### config.mk
export PLATFORM = sky130hd
export DESIGN_NAME = io_sched
export DESIGN_NICKNAME = d
export VERILOG_FILES = /design/src/rtl/io_sched_pkg.sv /design/src/rtl/io_fifo.sv /design/src/rtl/io_sched.sv
export SDC_FILE = /design/constraint.sdc
export NUM_CORES = 2
export LEC_CHECK = 0
export BUFFER_PORTS_ARGS = -buffer_cell sky130_fd_sc_hd__buf_2
export CORE_MARGIN = 10
export CORE_UTILIZATION = 41
export CTS_CLUSTER_SIZE = 30
export DETAILED_ROUTE_END_ITERATION = 8
export GPL_TIMING_DRIVEN = 0
export PLACE_DENSITY = 0.62
export RECOVER_POWER = 25
export SETUP_SLACK_MARGIN = 0.15
export SYNTH_ARGS = -nofsm -noshare
export SYNTH_HDL_FRONTEND = slang
export SYNTH_SLANG_ARGS = --single-unit
export TNS_END_PERCENT = 20
### constraint.sdc
create_clock -name clk -period 3.09 [get_ports clk]
set_input_delay 0.618 -clock clk [delete_from_list [all_inputs] [get_ports clk]]
set_output_delay 0.618 -clock clk [all_outputs]
set_load 0.01 [all_outputs]
### src/rtl/io_sched_pkg.sv
// Shared types and helpers for the io_sched port scheduler.
package io_sched_pkg;

    typedef enum logic [1:0] {
        ST_IDLE  = 2'd0,
        ST_PRIME = 2'd1,
        ST_RUN   = 2'd2
    } sched_state_e;

    // Ceiling log2, evaluated at elaboration for widths.
    function automatic int unsigned clog2(input int unsigned value);
        int unsigned result;
        result = 0;
        for (int i = 0; i < 32; i++) begin
            if (value > (32'd1 << i)) result = i + 1;
        end
        return result;
    endfunction

    // Index of the lowest set bit; 0 when no bit is set.
    function automatic int unsigned first_one(input logic [31:0] vec);
        int unsigned idx;
        idx = 0;
        for (int i = 31; i >= 0; i--) begin
            if (vec[i]) idx = i;
        end
        return idx;
    endfunction

endpackage

### src/rtl/io_fifo.sv
// Synchronous FIFO with flush. Pointers wrap modulo FDEPTH; the count carries one
// extra bit so that full and empty never alias.
module io_fifo
    import io_sched_pkg::*;
#(
    parameter int unsigned NUBITS = 31,
    parameter int unsigned FDEPTH = 4
) (
    input  logic                       clk,
    input  logic                       rst,
    input  logic                       flush,
    input  logic                       push,
    input  logic                       pop,
    input  logic [NUBITS-1:0]          wdata,
    output logic [NUBITS-1:0]          head,
    output logic                       empty,
    output logic                       full,
    output logic [clog2(FDEPTH):0]     count
);

    localparam int unsigned AW = clog2(FDEPTH);
    localparam logic [AW-1:0] PTR_ONE  = AW'(1);
    localparam logic [AW:0]   CNT_ONE  = (AW + 1)'(1);
    localparam logic [AW:0]   CNT_FULL = (AW + 1)'(FDEPTH);

    logic [NUBITS-1:0] mem [FDEPTH];
    logic [AW-1:0]     wr_ptr;
    logic [AW-1:0]     rd_ptr;
    logic [AW:0]       cnt;
    logic              do_push;
    logic              do_pop;

    // Status and gated strobes; a push while full or pop while empty is ignored.
    always_comb begin
        empty   = (cnt == '0);
        full    = (cnt == CNT_FULL);
        do_push = push & ~full;
        do_pop  = pop & ~empty;
        head    = mem[rd_ptr];
        count   = cnt;
    end

    // Storage, pointers and occupancy; reset clears contents, flush only empties.
    always_ff @(posedge clk or negedge rst) begin
        if (!rst) begin
            for (int unsigned i = 0; i < FDEPTH; i++) mem[i] <= '0;
            wr_ptr <= '0;
            rd_ptr <= '0;
            cnt    <= '0;
        end else if (flush) begin
            wr_ptr <= '0;
            rd_ptr <= '0;
            cnt    <= '0;
        end else begin
            if (do_push) begin
                mem[wr_ptr] <= wdata;
                wr_ptr      <= wr_ptr + PTR_ONE;
            end
            if (do_pop) rd_ptr <= rd_ptr + PTR_ONE;
            case ({do_push, do_pop})
                2'b10:   cnt <= cnt + CNT_ONE;
                2'b01:   cnt <= cnt - CNT_ONE;
                default: cnt <= cnt;
            endcase
        end
    end

endmodule

### src/rtl/io_sched.sv
// Port scheduler between streaming sources/sinks and the processor I/O strobes.
// Input words are buffered per port and served on io_in with zero latency; processor
// writes are buffered per output port. The processor stays in reset until every
// input FIFO holds a word.
// Optional: define IO_SCHED_STATS_EN to add saturating underflow/overflow counters
// (ports udf_cnt, ovf_cnt, parameter CNTW).
module io_sched
    import io_sched_pkg::*;
#(
    parameter int unsigned NUBITS = 31,
    parameter int unsigned NUIOIN = 4,
    parameter int unsigned NUIOOU = 4,
    parameter int unsigned FDEPTH = 4
`ifdef IO_SCHED_STATS_EN
    ,
    parameter int unsigned CNTW   = 16
`endif
) (
    input  logic                     clk,
    input  logic                     rst,
    input  logic                     enable,
    input  logic [NUIOIN*NUBITS-1:0] s_data,
    input  logic [NUIOIN-1:0]        s_valid,
    output logic [NUIOIN-1:0]        s_ready,
    input  logic [NUIOIN-1:0]        req_in,
    output logic [NUBITS-1:0]        io_in,
    input  logic [NUBITS-1:0]        io_out,
    input  logic [NUIOOU-1:0]        out_en,
    output logic [NUIOOU*NUBITS-1:0] m_data,
    output logic [NUIOOU-1:0]        m_valid,
    input  logic [NUIOOU-1:0]        m_ready,
    output logic                     proc_run,
    output logic [1:0]               state,
    output logic [NUIOIN-1:0]        udf,
    output logic [NUIOOU-1:0]        ovf
`ifdef IO_SCHED_STATS_EN
    ,
    output logic [NUIOIN*CNTW-1:0]   udf_cnt,
    output logic [NUIOOU*CNTW-1:0]   ovf_cnt
`endif
);

    localparam int unsigned CW  = clog2(FDEPTH) + 1;
    localparam int unsigned IIW = clog2(NUIOIN);
    localparam int unsigned OIW = clog2(NUIOOU);

    sched_state_e      state_q, state_d;
    logic              proc_run_q;
    logic              flush, active, run, all_primed;

    logic [NUBITS-1:0] in_head  [NUIOIN];
    logic [CW-1:0]     in_cnt   [NUIOIN];
    logic [NUIOIN-1:0] in_empty, in_full, in_push, in_pop;
    logic [NUBITS-1:0] hold_q   [NUIOIN];
    logic [NUIOIN-1:0] udf_q;
    logic [IIW-1:0]    rd_idx;
    logic              rd_hit;

    logic [NUBITS-1:0] out_head [NUIOOU];
    logic [CW-1:0]     out_cnt  [NUIOOU];
    logic [NUIOOU-1:0] out_empty, out_full, out_push, out_pop;
    logic [NUIOOU-1:0] ovf_q;
    logic [OIW-1:0]    wr_idx;
    logic              wr_hit;

    // Every transition into IDLE (and every IDLE cycle) empties the FIFOs.
    assign flush    = (state_d == ST_IDLE);
    assign active   = (state_q != ST_IDLE);
    assign run      = (state_q == ST_RUN);
    assign proc_run = proc_run_q;
    assign state    = state_q;
    assign udf      = udf_q;
    assign ovf      = ovf_q;

    // Next-state logic; dropping enable wins from any state.
    always_comb begin
        all_primed = 1'b1;
        for (int k = 0; k < NUIOIN; k++) begin
            if (in_cnt[k] == '0) all_primed = 1'b0;
        end
        state_d = state_q;
        case (state_q)
            ST_IDLE:  if (enable) state_d = ST_PRIME;
            ST_PRIME: if (all_primed) state_d = ST_RUN;
            ST_RUN:   state_d = ST_RUN;
            default:  state_d = ST_IDLE;
        endcase
        if (!enable) state_d = ST_IDLE;
    end

    // State register and registered processor release.
    always_ff @(posedge clk or negedge rst) begin
        if (!rst) begin
            state_q    <= ST_IDLE;
            proc_run_q <= 1'b0;
        end else begin
            state_q    <= state_d;
            proc_run_q <= (state_d == ST_RUN);
        end
    end

    // Input side: stream acceptance and zero-latency serve of the selected head.
    always_comb begin
        rd_idx = IIW'(first_one(32'(req_in)));
        rd_hit = run & (|req_in);
        io_in  = '0;
        in_pop = '0;
        for (int k = 0; k < NUIOIN; k++) begin
            s_ready[k] = active & ~in_full[k];
            in_push[k] = s_valid[k] & s_ready[k];
        end
        if (rd_hit) begin
            if (in_empty[rd_idx]) begin
                io_in = hold_q[rd_idx];
            end else begin
                io_in          = in_head[rd_idx];
                in_pop[rd_idx] = 1'b1;
            end
        end
    end

    // Output side: processor write into the lowest strobed port, sink drain.
    always_comb begin
        wr_idx   = OIW'(first_one(32'(out_en)));
        wr_hit   = run & (|out_en);
        out_push = '0;
        if (wr_hit && !out_full[wr_idx]) out_push[wr_idx] = 1'b1;
        for (int k = 0; k < NUIOOU; k++) begin
            m_valid[k]                   = (out_cnt[k] != '0);
            out_pop[k]                   = m_ready[k] & ~out_empty[k];
            m_data[k*NUBITS +: NUBITS]   = out_head[k];
        end
    end

    // Sticky error flags and last-served words; hold survives IDLE so an underflow
    // always replays the most recent real word.
    always_ff @(posedge clk or negedge rst) begin
        if (!rst) begin
            udf_q <= '0;
            ovf_q <= '0;
            for (int k = 0; k < NUIOIN; k++) hold_q[k] <= '0;
        end else if (flush) begin
            udf_q <= '0;
            ovf_q <= '0;
        end else begin
            if (rd_hit) begin
                if (in_empty[rd_idx]) udf_q[rd_idx] <= 1'b1;
                else                  hold_q[rd_idx] <= in_head[rd_idx];
            end
            if (wr_hit && out_full[wr_idx]) ovf_q[wr_idx] <= 1'b1;
        end
    end

`ifdef IO_SCHED_STATS_EN
    localparam logic [CNTW-1:0] STAT_MAX = '1;
    localparam logic [CNTW-1:0] STAT_ONE = CNTW'(1);

    logic [CNTW-1:0] udf_cnt_q [NUIOIN];
    logic [CNTW-1:0] ovf_cnt_q [NUIOOU];

    // Saturating per-port event counters, cleared together with the sticky flags.
    always_ff @(posedge clk or negedge rst) begin
        if (!rst) begin
            for (int k = 0; k < NUIOIN; k++) udf_cnt_q[k] <= '0;
            for (int k = 0; k < NUIOOU; k++) ovf_cnt_q[k] <= '0;
        end else if (flush) begin
            for (int k = 0; k < NUIOIN; k++) udf_cnt_q[k] <= '0;
            for (int k = 0; k < NUIOOU; k++) ovf_cnt_q[k] <= '0;
        end else begin
            if (rd_hit && in_empty[rd_idx] && (udf_cnt_q[rd_idx] != STAT_MAX)) begin
                udf_cnt_q[rd_idx] <= udf_cnt_q[rd_idx] + STAT_ONE;
            end
            if (wr_hit && out_full[wr_idx] && (ovf_cnt_q[wr_idx] != STAT_MAX)) begin
                ovf_cnt_q[wr_idx] <= ovf_cnt_q[wr_idx] + STAT_ONE;
            end
        end
    end

    // Flatten counters onto the ports.
    always_comb begin
        for (int k = 0; k < NUIOIN; k++) udf_cnt[k*CNTW +: CNTW] = udf_cnt_q[k];
        for (int k = 0; k < NUIOOU; k++) ovf_cnt[k*CNTW +: CNTW] = ovf_cnt_q[k];
    end
`endif

    for (genvar k = 0; k < NUIOIN; k++) begin : g_in_fifo
        io_fifo #(
            .NUBITS (NUBITS),
            .FDEPTH (FDEPTH)
        ) u_fifo (
            .clk   (clk),
            .rst   (rst),
            .flush (flush),
            .push  (in_push[k]),
            .pop   (in_pop[k]),
            .wdata (s_data[k*NUBITS +: NUBITS]),
            .head  (in_head[k]),
            .empty (in_empty[k]),
            .full  (in_full[k]),
            .count (in_cnt[k])
        );
    end

    for (genvar k = 0; k < NUIOOU; k++) begin : g_out_fifo
        io_fifo #(
            .NUBITS (NUBITS),
            .FDEPTH (FDEPTH)
        ) u_fifo (
            .clk   (clk),
            .rst   (rst),
            .flush (flush),
            .push  (out_push[k]),
            .pop   (out_pop[k]),
            .wdata (io_out),
            .head  (out_head[k]),
            .empty (out_empty[k]),
            .full  (out_full[k]),
            .count (out_cnt[k])
        );
    end

endmodule

# ---- After elaboration in Yosys (flattened, before gate mapping)
# Index checks and enable logic that the tools add are counted.
dict set report totals {
  ff_bits 1183
  out_inout_bits 174
  word_cells 426
}
dict set report classes {
  n_addsub 32
  order_cmp 30
  n_eq_ne 27
  muxes 138
  n_bitwise 67
  n_reduce_logical 68
}
# cell count
set ops {}
lappend ops {{124-bit bitwise mux} 9}
lappend ops {{31-bit 2-to-1 mux} 31}
lappend ops {{31-bit binary-select mux with 2-bit select} 10}
lappend ops {{31-bit demux with 2-bit select} 9}
lappend ops {{2-bit 2-to-1 mux} 42}
lappend ops {{3-bit greater-or-equal comparator, second input constant} 17}
lappend ops {{2-bit inverter with 3-bit output} 17}
lappend ops {{3-bit case mux with 2 select lines} 8}
lappend ops {{2-bit nonzero test} 20}
lappend ops {{3-bit nonzero test} 12}
lappend ops {{2-bit by 1-bit adder with 2-bit output, second input constant} 16}
lappend ops {{4-bit 2-to-1 mux} 8}
lappend ops {{1-bit AND} 30}
lappend ops {{3-bit by 1-bit less-than comparator with 1-bit output, second input constant} 9}
lappend ops {{3-bit by 1-bit adder with 3-bit output, second input constant} 8}
lappend ops {{3-bit == test, second input constant} 8}
lappend ops {{3-bit logical NOT} 8}
lappend ops {{3-bit 2-to-1 mux} 8}
lappend ops {{3-bit by 1-bit subtractor with 3-bit output, second input constant} 8}
lappend ops {{2-bit == test, second input constant} 10}
lappend ops {{2-bit by 1-bit == test with 1-bit output, second input constant} 9}
lappend ops {{1-bit inverter} 18}
lappend ops {{2-bit AND reduction} 9}
lappend ops {{1-bit logical AND} 13}
lappend ops {{11 further kinds} 25}

# ---- Longest topological paths before layout
dict set report depth {
  word_depth 14
  ltp_mapped 9
}

# ---- Modules after synthesis
# Synthesis repeated with hierarchy kept, for this count alone.
dict set report hier_totals {
  hier_cells 3778
  hier_area_um2 57157.3
}
# module n_inst cells_per_inst area_each_um2 seq_area_each_um2
set modules_own_cells {}
lappend modules_own_cells {{io_fifo (g_in_fifo[0].u_fifo ...)} 6 365 6272.3 3278.1}
lappend modules_own_cells {io_sched 1 860 7653.6 3378.2}
lappend modules_own_cells {{io_fifo (g_out_fifo[1].u_fifo)} 1 366 6040.8 3278.1}
lappend modules_own_cells {{io_fifo (g_out_fifo[3].u_fifo)} 1 362 5829.3 3278.1}

# ---- Worst setup path before layout
# Ideal clock, no wire load.
dict set report synth_path {
  path_kind {reg-to-output}
  start {reg g_in_fifo[3].u_fifo.rd_ptr[0]}
  end {out io_in[24]}
  arrival_time_ns 2.386
  t_required_ns 2.472
  path_slack_ns 0.086
  stages_incl_launch_ff 7
  path_buffers 2
  path_cell_list {dfrtp_1 -> clkbuf_1 -> buf_1 -> mux4_2 -> a22o_2 -> a221o_2 -> a22o_1}
}
dict set report synth_via {
  elab_chain_cells 9
}
# item line
set synth_rtl {}
lappend synth_rtl {{start: declaration} io_fifo.sv:28} ;# logic [AW-1:0] rd_ptr;
lappend synth_rtl {{start signal: assignment} io_fifo.sv:59} ;# if (do_pop) rd_ptr <= rd_ptr + PTR_ONE;
lappend synth_rtl {{2-bit inverter with 3-bit output (not written as such)} io_fifo.sv:39} ;# head = mem[rd_ptr];
lappend synth_rtl {{31-bit binary-select mux with 2-bit select} io_fifo.sv:39}
lappend synth_rtl {{31-bit 2-to-1 mux (not written as such) (2 in a row)} io_fifo.sv:39}
lappend synth_rtl {{31-bit binary-select mux with 2-bit select} io_sched.sv:116} ;# io_in = in_head[rd_idx];
lappend synth_rtl {{31-bit 2-to-1 mux (not written as such) (2 in a row)} io_sched.sv:116}
lappend synth_rtl {{31-bit 2-to-1 mux} io_sched.sv:113} ;# if (in_empty[rd_idx]) begin
lappend synth_rtl {{31-bit 2-to-1 mux} io_sched.sv:112} ;# if (rd_hit) begin
lappend synth_rtl {{end: declaration} io_sched.sv:26} ;# output logic [NUBITS-1:0] io_in,
# No other way between the ends. The select of a mux whose other input is x is not followed.

# ---- Worst setup path in the final report
dict set report layout_path {
  start {reg g_in_fifo[3].u_fifo.rd_ptr[0]}
  end {out io_in[13]}
}
# The elaborated chain is that of the path after synthesis.

==> parameters.txt <==
Parameter                              Value

Outcome
  Outcome ... finished, violations left
  Failing checks ... negative hold slack, max-capacitance violations, max-slew violations, negative setup slack

Clock tree
  H-tree lvl count ... 4
  Clk sinks ... 1183
  Buffers from clock root to sink, at most ... 3
  Clock latency reported for the late side of the worst-skew pair ... 750 ps
  Clock root cell ... sky130_fd_sc_hd__clkbuf_16
  CTS buffer count ... 135
  Clock transition at the registers of the reported paths ... 60 ps
  Clock tree from TritonCTS ... built

GRT
  GR Util All Layers ... 19.5%
  First-pass GRT wire length ... 215000 um
  Vias in the first global route ... 32900
  Global route overflow ... 0
  Maximum number of pins on one net before global-route repair ... 166
  Antenna violations before repair ... 30

Synth
  Post-Synthesis Mean Instance Area ... 16.0 um2
  Number of warnings issued by yosys ... 0
  Post-synthesis sequential element count ... 1183
  Summed instance area of the synthesized netlist ... 0.0534 mm2
  Post-synth cell types ... 64
  Share of synthesized registers carrying an async set or reset ... 100%
  Net count after synthesis ... 3552
  Proportion of synthesized chip area in sequential cells ... 55.4%
  Synthesized instance count ... 3338
  Number of enable flip-flop cells after synthesis ... 0
  Most frequently used flop master after synthesis ... sky130_fd_sc_hd__dfrtp_1

Worst setup path
  Arrival @ worst endpoint ... 3090 ps
  Worst stage delay on the critical path ... 530 ps
  Reg-to-Reg End ... g_in_fifo[2].u_fifo.count[2]
  Worst Reg-to-Reg Cells ... 8
  CP Max Fanout ... 7
  Capturing element type of the critical path ... primary output
  Reg-to-reg critical path startpoint ... state[0]
  Cell occurring most often along the worst timing path ... sky130_fd_sc_hd__buf_12
  Ordered cell list for the critical path ... buf_12 -> buf_12 -> mux4_2 -> a22o_4 -> a221o_2 -> a22o_2 -> buf_2
  WP data required ... 2470 ps
  Crit Path Class ... reg -> out
  Startpoint type of the worst setup path ... flip-flop
  Minimum setup slack among reg-to-reg paths ... 160 ps
  Cell type of the slowest stage on the worst timing path ... sky130_fd_sc_hd__mux4_2

Routing
  Detailed-route wire length ... 144000 um
  Total iterations of the first detailed-routing run ... 5
  Count of antenna-violating nets left after detailed routing ... 0
  Post-route DRC ... 0
  Routed WL per cell ... 25.1 um
  Number of violations reported at the end of detailed-routing iteration 0 ... 1847
  Via Count ... 31200
  Vias/cell ... 5.44

Floorplan
  Die X-Extent ... 381 um
  DIE HEIGHT ... 381 um
  Total I/O pin count ... 348
  Core Region ... 0.129 mm2
  Area of the die ... 0.145 mm2
  Effective utilization at floorplan ... 41.2%
  Site Rows ... 132

Power
  Share of total power in combinational logic ... 9.7%
  Clk pwr share ... 43.6%
  Static Leakage ... 30.9 nW
  VDD IR-drop max ... 0.544 mV
  Sequential cell fraction of total power ... 46.7%
  Sw Ratio ... 23.6%
  Switching component of the power ... 0.00870 W
  Power density over the cells ... 580 mW/mm2
  Internal ... 0.0281 W

Timing
  Max Transition Viols Final ... 485
  Setup TNS ... -17300 ps
  Worst max-slew margin expressed relative to the limit ... -52.7%
  Final worst slack ... -623 ps
  Highest achievable clock rate ... 269 MHz
  RSZ-0062 raised after global routing ... true
  Final number of setup-violating endpoints ... 31
  Period Utilization, post-route ... 120%
  Fin. Hold Viols ... 88
  Transition time of the tightest slew-check pin ... 2290 ps
  Post-Route Hold Slack ... -163 ps
  Clock tree skew after final layout ... 27.4 ps
  Minimum clock period after layout ... 3710 ps

Placement
  Detail Placement HPWL ... 102000 um
  I/O Buffers ... 346
  Final Wtd Congestion ... 0.821
  Placement Cell Area ... 0.0575 mm2

Final layout
  Area added between synthesis and finish ... 18.8%
  Number of nets in the layout ... 4090
  Share of final-layout standard cells stronger than drive strength 1 ... 55.4%
  Cell area after layout ... 0.0634 mm2
  Utilization of the core after routing ... 49.0%

Flow run
  Max capacitance violation total ... 3

Worst hold path
  HP Class ... in -> async
## worst max-delay path: cells and delay by family (launching register included)
family                 cells  cell delay [ps]
DFF                        1              380
AOI/OAI and AO/OA          3              960
muxes                      1              530
buffers and inverters      3              460
## timing repair
action | 4_1_cts | 5_1_grt
endpoints found under the hold margin | 148 | 12
gates resized for setup | 290 | 117
gates cloned | 1 | 3
buffers inserted | 29 | 13
setup endpoints to repair | 1307 | 649
pin swaps | 10 | 30
## flip-flops by register name (all words and copies together) (netlist names), 12 cells and up
signal and count:
g_out_fifo.u_fifo.mem 496, g_out_fifo.u_fifo.count 12, g_in_fifo.u_fifo.mem 496, hold_q 124, g_in_fifo.u_fifo.count 12
## synth_stat cells (6+ instances only)
library cell / instances / share of area [%]
sky130_fd_sc_hd__dfrtp_1: 1183 / 55
sky130_fd_sc_hd__mux2_2: 1052 / 22
sky130_fd_sc_hd__mux4_2: 188 / 7.9
sky130_fd_sc_hd__clkbuf_1: 122 / 0.86
sky130_fd_sc_hd__nor2_1: 78 / 0.55
sky130_fd_sc_hd__o22ai_1: 63 / 0.74
sky130_fd_sc_hd__buf_1: 61 / 0.43
sky130_fd_sc_hd__mux2_4: 60 / 1.7
sky130_fd_sc_hd__buf_2: 46 / 0.43
sky130_fd_sc_hd__a22o_1: 42 / 0.69
sky130_fd_sc_hd__nand2_1: 41 / 0.29
sky130_fd_sc_hd__mux4_1: 40 / 2.0
sky130_fd_sc_hd__a211oi_1: 32 / 0.45
sky130_fd_sc_hd__ha_1: 32 / 0.75
sky130_fd_sc_hd__mux2i_1: 23 / 0.43
sky130_fd_sc_hd__a221o_2: 22 / 0.46
sky130_fd_sc_hd__xnor2_1: 21 / 0.34
sky130_fd_sc_hd__a22o_2: 20 / 0.37
sky130_fd_sc_hd__inv_1: 20 / 0.14
sky130_fd_sc_hd__mux4_4: 20 / 0.94
sky130_fd_sc_hd__xor2_1: 18 / 0.30
sky130_fd_sc_hd__nor3_1: 14 / 0.13
sky130_fd_sc_hd__a221o_1: 10 / 0.19
sky130_fd_sc_hd__clkbuf_8: 8 / 0.21
sky130_fd_sc_hd__fa_1: 8 / 0.30
sky130_fd_sc_hd__or3_1: 8 / 0.094
sky130_fd_sc_hd__a31oi_1: 7 / 0.082
sky130_fd_sc_hd__buf_6: 7 / 0.15
sky130_fd_sc_hd__and2_1: 6 / 0.070
sky130_fd_sc_hd__buf_12: 6 / 0.22
sky130_fd_sc_hd__nor3b_1: 6 / 0.084
sky130_fd_sc_hd__nor4_1: 6 / 0.070
sky130_fd_sc_hd__o31a_1: 6 / 0.098
sky130_fd_sc_hd__or2_2: 6 / 0.070
## metrics by stage
step                      power [W]  std cells  setup WS [ps]
final                        0.0368       5734           -623
after global routing         0.0383       5725           -671
after CTS                    0.0372       5701           -706
after detailed placement     0.0208       5433          -1110
after global placement       0.0207       5426         -25260
after floorplan              0.0194       3338            131
## per-layer routing
layer	global-route usage, %	routed length (um)	up-vias
met5	0	155	-
met4	7.91	5520	22
met3	5.15	8810	236
met2	31.0	68400	722
met1	25.1	61000	16500
li1	-	-	13700
## power by group through the flow
stage,combinational [W],clock (W),sequential (W)
final,0.00359,0.0160,0.0172
after floorplan,0.00213,0,0.0173
after global routing,0.00388,0.0171,0.0173
after detailed placement,0.00337,0,0.0174
after CTS,0.00358,0.0165,0.0172
after global placement,0.00325,0,0.0174
## cell families (layout without fill, tap and decap cells)
kind of cell / Yosys count / after routing / synth area share (%)
and+or+nand+nor: 200 / 200 / 1.86
muxes: 1387 / 1387 / 35.2
other: 0 / 15 / 0
buffers and inverters: 270 / 909 / 2.44
xor gates and xnor gates: 39 / 39 / 0.640
AOI/OAI and AO/OA: 219 / 219 / 3.34
DFF: 1183 / 1183 / 55.4
adders and majority gates: 40 / 40 / 1.05
## area by class of cell
class | instances | area, um2
diodes | 15 | 37.5
plain buffers | 250 | 1760
clock buffers | 195 | 3970
clock inverters | 43 | 488
fillers | 11200 | 66100
inverters | 20 | 75.1
multi-input cells | 1885 | 22900
flip-flops and latches | 1183 | 29600
well taps | 1742 | 2180
repair buffers | 401 | 2390
## cells in the final DEF (no fill, tap or decap), types with 36 or more instances in the layout
| master | synthesis | final |
|---|---|---|
| sky130_fd_sc_hd__clkbuf_1 | 122 | 89 |
| sky130_fd_sc_hd__o22ai_1 | 63 | 62 |
| sky130_fd_sc_hd__buf_2 | 46 | 390 |
| sky130_fd_sc_hd__clkbuf_2 | 0 | 54 |
| sky130_fd_sc_hd__buf_4 | 0 | 45 |
| sky130_fd_sc_hd__mux2_4 | 60 | 60 |
| sky130_fd_sc_hd__dfrtp_1 | 1183 | 1183 |
| sky130_fd_sc_hd__a22o_4 | 0 | 42 |
| sky130_fd_sc_hd__mux2_2 | 1052 | 1052 |
| sky130_fd_sc_hd__clkbuf_16 | 0 | 144 |
| sky130_fd_sc_hd__nand2_1 | 41 | 41 |
| sky130_fd_sc_hd__mux4_1 | 40 | 40 |
| sky130_fd_sc_hd__nor2_1 | 78 | 77 |
| sky130_fd_sc_hd__mux4_2 | 188 | 188 |
| sky130_fd_sc_hd__clkbuf_8 | 8 | 36 |
## how the worst max path moves through the flow
stage          slack (ps)                            to  depth (start not counted)                          start
6_report             -620                     io_in[13]                          7  g_in_fifo[3].u_fifo.rd_ptr[0]
5_1_grt              -670                     io_in[11]                          7  g_in_fifo[3].u_fifo.rd_ptr[0]
3_5_place_dp        -1110                     io_in[11]                          8                      req_in[0]
2_1_floorplan         130                     io_in[10]                          5  g_in_fifo[0].u_fifo.rd_ptr[0]
3_3_place_gp       -25260  g_in_fifo[0].u_fifo.mem[108]                          1                            rst
4_1_cts              -710                     io_in[15]                          7  g_in_fifo[3].u_fifo.rd_ptr[0]
Power figures use the tool's default switching activity.
